**src/rtl/key_event_scheduler.sv**
```systemverilog
// Debounces N_KEYS raw buttons and serialises their press/release edges onto one
// valid/ready event channel, serving keys in round-robin order.
module key_event_scheduler #(
   parameter  int N_KEYS          = 8,
   parameter  int DEBOUNCE_CYCLES = 270000,
   localparam int ID_W            = (N_KEYS > 1) ? $clog2(N_KEYS) : 1
) (
   input  logic              clock,
   input  logic              reset,
   input  logic [N_KEYS-1:0] key,
   output logic [N_KEYS-1:0] key_clean,
   output logic              evt_valid,
   input  logic              evt_ready,
   output logic [ID_W-1:0]   evt_id,
   output logic              evt_press,
   output logic              overflow
);

   localparam int                CNT_W    = $clog2(DEBOUNCE_CYCLES + 1);
   localparam logic [CNT_W-1:0]  CNT_LAST = CNT_W'(DEBOUNCE_CYCLES - 1);
   localparam logic [ID_W-1:0]   ID_LAST  = ID_W'(N_KEYS - 1);

   typedef enum logic {
      IDLE,
      PRESENT
   } state_t;

   state_t state;
   state_t state_next;

   logic [N_KEYS-1:0] key_m;
   logic [N_KEYS-1:0] key_s;
   logic [CNT_W-1:0]  cnt [N_KEYS];
   logic [N_KEYS-1:0] deb_edge;
   logic [N_KEYS-1:0] pending;
   logic [N_KEYS-1:0] ptype;
   logic [N_KEYS-1:0] load_mask;
   logic [ID_W-1:0]   ptr;
   logic [ID_W-1:0]   sel_id;
   logic              sel_found;
   logic              load;
   logic              handshake;

   // Two-stage synchroniser for the asynchronous button levels.
   always_ff @(posedge clock) begin
      if (!reset) begin
         key_m <= '0;
         key_s <= '0;
      end else begin
         key_m <= key;
         key_s <= key_m;
      end
   end

   // A level change is accepted on its DEBOUNCE_CYCLES-th consecutive disagreeing cycle.
   always_comb begin
      deb_edge = '0;
      for (int i = 0; i < N_KEYS; i++) begin
         deb_edge[i] = (key_s[i] != key_clean[i]) && (cnt[i] == CNT_LAST);
      end
   end

   always_ff @(posedge clock) begin
      if (!reset) begin
         key_clean <= '0;
         for (int i = 0; i < N_KEYS; i++) begin
            cnt[i] <= '0;
         end
      end else begin
         for (int i = 0; i < N_KEYS; i++) begin
            if (key_s[i] == key_clean[i]) begin
               cnt[i] <= '0;
            end else if (deb_edge[i]) begin
               key_clean[i] <= key_s[i];
               cnt[i]       <= '0;
            end else begin
               cnt[i] <= cnt[i] + CNT_W'(1);
            end
         end
      end
   end

   // Round-robin pick: first pending key at or after ptr, wrapping past the top.
   always_comb begin
      int              idx;
      logic [ID_W-1:0] cand;
      idx       = 0;
      cand      = '0;
      sel_id    = '0;
      sel_found = 1'b0;
      for (int k = 0; k < N_KEYS; k++) begin
         idx = int'(ptr) + k;
         if (idx >= N_KEYS) begin
            idx = idx - N_KEYS;
         end
         cand = ID_W'(idx);
         if (!sel_found && pending[cand]) begin
            sel_found = 1'b1;
            sel_id    = cand;
         end
      end
   end

   assign load      = (state == IDLE) && sel_found;
   assign handshake = (state == PRESENT) && evt_ready;
   assign load_mask = load ? (N_KEYS'(1) << sel_id) : '0;

   // A fresh edge beats the clear of a key being loaded, so that edge is kept, not lost.
   always_ff @(posedge clock) begin
      if (!reset) begin
         pending  <= '0;
         ptype    <= '0;
         overflow <= 1'b0;
      end else begin
         for (int i = 0; i < N_KEYS; i++) begin
            if (deb_edge[i]) begin
               pending[i] <= 1'b1;
               ptype[i]   <= key_s[i];
            end else if (load_mask[i]) begin
               pending[i] <= 1'b0;
            end
         end
         overflow <= |(deb_edge & pending & ~load_mask);
      end
   end

   always_ff @(posedge clock) begin
      if (!reset) begin
         state <= IDLE;
      end else begin
         state <= state_next;
      end
   end

   always_comb begin
      state_next = state;
      case (state)
         IDLE:    if (sel_found) state_next = PRESENT;
         PRESENT: if (evt_ready) state_next = IDLE;
         default: state_next = IDLE;
      endcase
   end

   // Event register holds id/type until the handshake; ptr moves past the served key.
   always_ff @(posedge clock) begin
      if (!reset) begin
         evt_id    <= '0;
         evt_press <= 1'b0;
         ptr       <= '0;
      end else begin
         if (load) begin
            evt_id    <= sel_id;
            evt_press <= ptype[sel_id];
         end
         if (handshake) begin
            ptr <= (evt_id == ID_LAST) ? '0 : evt_id + ID_W'(1);
         end
      end
   end

   always_comb begin
      evt_valid = (state == PRESENT);
   end

endmodule
```
**config.mk**
```make
export PLATFORM = sky130hd
export DESIGN_NAME = key_event_scheduler
export DESIGN_NICKNAME = d
export VERILOG_FILES = /design/src/rtl/key_event_scheduler.sv
export SDC_FILE = /design/constraint.sdc
export NUM_CORES = 1
export LEC_CHECK = 0
export ABC_AREA = 1
export CAP_MARGIN = 20
export CELL_PAD_IN_SITES_DETAIL_PLACEMENT = 1
export CELL_PAD_IN_SITES_GLOBAL_PLACEMENT = 1
export CORE_ASPECT_RATIO = 1.4
export CORE_UTILIZATION = 48
export DETAILED_ROUTE_END_ITERATION = 8
export GPL_TIMING_DRIVEN = 0
export PLACE_DENSITY = 0.8
export SYNTH_ARGS = -nofsm -noshare
export SYNTH_HDL_FRONTEND = slang
export SYNTH_SLANG_ARGS = --single-unit
```
**constraint.sdc**
```tcl
create_clock -name clock -period 3.6 [get_ports clock]
set_input_delay 0.72 -clock clock [delete_from_list [all_inputs] [get_ports clock]]
set_output_delay 0.72 -clock clock [all_outputs]
set_load 0.005 [all_outputs]
```
==> flow_summary.rst <==
.. list-table::
   :header-rows: 1

   * - Metric
     - Value
   * - Number of cells on the worst reg-to-reg path
     - 21
   * - Total design power
     - 6140 µW
   * - Critical path required time
     - 3920 ps
   * - Most frequently used cell type in the post-synthesis netlist
     - nand2_1
   * - Later-pin clock latency in the skew report
     - 440 ps
   * - Routed wire length
     - 23800 µm
   * - Internal reg-to-reg setup slack
     - 400 ps
   * - CTS Buf Count
     - 17
   * - Area Growth Syn to Fin
     - 17.1%
   * - Number of routed nets with antenna violations
     - 0
   * - Proportion of layout cells with a drive suffix above 1
     - 0.0583
   * - Met1 demand-to-capacity share in global routing
     - 0.239
   * - Horizontal die dimension
     - 127 µm
   * - Number of flops mapped to enable cells by yosys
     - 152
   * - Data arrival time of the worst path
     - 3530 ps
   * - Worst IR Drop VDD
     - 0.325 mV
   * - Maximum operating frequency
     - 312 MHz
   * - Via count of the first global-routing pass
     - 9266
   * - Post-placement cell area
     - 11700 µm²
   * - List of most frequent post-synthesis cells
     - 200 x nand2_1, 185 x inv_1, 160 x nor2_1
   * - Core footprint
     - 21400 µm²
   * - Master cell of the clock root buffer
     - clkbuf_16
   * - Fraction of the cycle the final worst path needs
     - 0.890
   * - Buffer levels on the longest clock path
     - 2
   * - Most Crowded Layer GR
     - met2
   * - Clock tree from TritonCTS
     - built
   * - Critical path class
     - flop to flop
   * - Library cell occupying the most area in the post-synthesis netlist
     - edfxtp_1
   * - Final setup violation count
     - 0
   * - Multi-input logic area
     - 4930 µm²
   * - Critical path launch point type
     - flop
   * - Leakage power
     - 0.00521 µW
   * - DRT Pass-1 Iters
     - 4
   * - Detailed-route via count
     - 8688
   * - Class of the worst hold path
     - flop to flop
   * - Initial cell density of the core
     - 0.494
   * - Wire length of the first global-routing pass
     - 41300 µm
   * - Initial drt markers
     - 286
   * - Met3 Resource Use GR
     - 0.0386
   * - Seq/Total Area, Yosys
     - 0.510
   * - Hold buffer count at CTS
     - 0
   * - Count of endpoints failing hold in the final timing report
     - 0
   * - Routability Congestion
     - 0.828
   * - Overall die height
     - 177 µm
   * - Via/cell ratio
     - 5.01
   * - Clock-pin slew on the worst setup and hold paths
     - 70 ps
   * - Mean cell area of the mapped netlist
     - 8.54 µm²
   * - RSZ-0062 raised after global routing
     - no
   * - End of the critical path
     - overflow
   * - Run status
     - finished clean
   * - Gate count of the mapped netlist
     - 1235
   * - Largest net degree at the start of global routing
     - 19
   * - Number of remaining DRC errors
     - 0
   * - Slew of the pin with the lowest slew margin
     - 854 ps
   * - Overall die area
     - 22600 µm²
   * - Most used flip-flop cell after synthesis
     - edfxtp_1
   * - Net count reported at finish
     - 1452
   * - Largest clock skew in the final design
     - 9.36 ps
   * - Number of distinct standard cells referenced by the synthesized netlist
     - 49
   * - Final critical delay including setup and external delays
     - 3200 ps
   * - Detail-routed net length per standard cell
     - 13.7 µm
   * - Filler instances
     - 2637
   * - Slew Limit Fails
     - 0
   * - Antenna cells
     - 0
   * - Fraction of the core area covered by cells at the end of the flow
     - 0.578
   * - Async set or reset register ratio after synthesis
     - 0
   * - Critical path launch point
     - ptr[1]
   * - Critical path fanouts, max
     - 9
   * - Post-DP HPWL
     - 18300 µm
   * - Final instance area
     - 12400 µm²
   * - I/O pin count
     - 25
   * - RR Startpoint
     - ptr[1]
   * - Top cells by area, synth
     - edfxtp_1 43%, dfxtp_1 7.8%, nand2_1 7.1%, inv_1 6.6%, nor2_1 5.7%
   * - Capturing point of the worst reg2reg path
     - overflow
   * - Synth top area share
     - 0.433
   * - Total GRT Usage
     - 0.230
   * - FF+latch count, synth
     - 193
   * - Seq. cell area
     - 5390 µm²
   * - Post-route setup TNS
     - 0 ps
   * - Max-cap violations
     - 0
   * - Fraction of met2 tracks used by global routing
     - 0.451
   * - Netlist area before placement
     - 10600 µm²
   * - Clock sink total
     - 193
   * - Syn. warnings
     - 0
   * - Crit end category
     - flop
   * - H-Tree Level Count
     - 4
   * - Congestion Overflow GR
     - 0
   * - Number of placement rows
     - 63
   * - Port Buf Inserts
     - 24
   * - Antenna violations before repair
     - 0
   * - Slew margin rel.
     - 0.427
   * - PD cells
     - 497 nW/µm²
-- critical path: stages, from the launching register on --
cell	delay, ps
dfxtp_1	330
buf_2	260
inv_4	120
ha_4	370
inv_2	120
nand3_1	170
nand2_1	100
nand2_1	70
nand2_1	90
nor2_1	140
nand2_1	70
nand2_1	70
nand3_1	90
nor2_1	140
nand3_2	100
nor2_4	200
nor2_2	90
nand2_1	90
nand3_1	80
nand2_1	70
nor2_1	40
a21oi_1	270
-- flip-flops by register name, indices dropped and copies added, names as in the netlist --
name       cells
cnt          152
key_clean      8
key_m          8
key_s          8
pending        8
evt_id         3
ptr            3
evt_press      1
evt_valid      1
overflow       1
-- power breakdown --
part	switching [µW]	leakage, µW	internal (µW)
registers	90.4	0.00190	2510
clock network	906	0.000311	1080
logic	1070	0.00299	495
total	2060	0.00521	4080
-- layout make-up --
type	instances	share of cell area
flip-flops and latches	193	0.436
multi-input cells	983	0.399
inverters	194	0.0596
clock inverters	11	0.00760
clock buffers	21	0.0425
repair buffers	24	0.0194
well taps	292	0.0296
plain buffers	16	0.00658
-- cells by family (layout without fill, tap and decap cells) --
logic type | after synthesis | after routing | share of synthesized area
AO/OA/AOI/OAI | 156 | 156 | 0.0819
buffers and inverters | 210 | 266 | 0.0774
flip-flops | 193 | 193 | 0.510
XOR/XNOR | 40 | 40 | 0.0346
other | 1 | 152 | 0.000355
adder cells (fa/ha/maj) | 12 | 12 | 0.0142
AND/OR/NAND/NOR | 623 | 623 | 0.281
-- layout by cell type (no fill, tap or decap), drive strengths merged, types with 12 or more instances in the layout --
cell type      Yosys  final
o21ai             40     40
nor4              30     30
nor3b             23     23
inv              192    202
nand4             26     26
nand3             86     86
ha                12     12
edfxtp           152    152
clkdlybuf4s50      0     24
xor2              31     31
conb               1    152
nand2            209    209
nor2             168    168
nor3              66     66
a21oi             84     84
dfxtp             41     41
clkbuf            11     32
-- what timing repair did --
action,4_1_cts,5_1_grt
resized for setup,0,2
buffers inserted,0,0
endpoints found under the setup margin,0,1
hold endpoints to repair,0,0
-- per-stage QoR --
step                      worst slack (ps)  hold slack (ps)  std cells
after floorplan                        959              390       1386
after global placement                 151              395       1702
after detailed placement               132              400       1702
after global routing                  71.6              452       1734
after CTS                              115              412       1734
final                                  395              414       1734
-- worst min path at each step --
| stage | cells past startpoint | start | endpoint | slack [ps] |
|---|---|---|---|---|
| global route | 2 | key_m[0] | key_s[0] | 450 |
| detailed placement | 2 | key_m[0] | key_s[0] | 400 |
| finish | 2 | key_m[0] | key_s[0] | 410 |
| global placement | 2 | key_m[2] | key_s[2] | 400 |
| floorplan | 2 | key_m[0] | key_s[0] | 390 |
| CTS | 2 | key_m[0] | key_s[0] | 410 |
-- layer usage --
| metal | wire (µm) | part of all wire |
|---|---|---|
| met1 | 9620 | 0.40 |
| met4 | 522 | 0.022 |
| met3 | 425 | 0.018 |
| met5 | 0 | 0 |
| met2 | 13300 | 0.56 |
(Power assumes the default switching activity.)
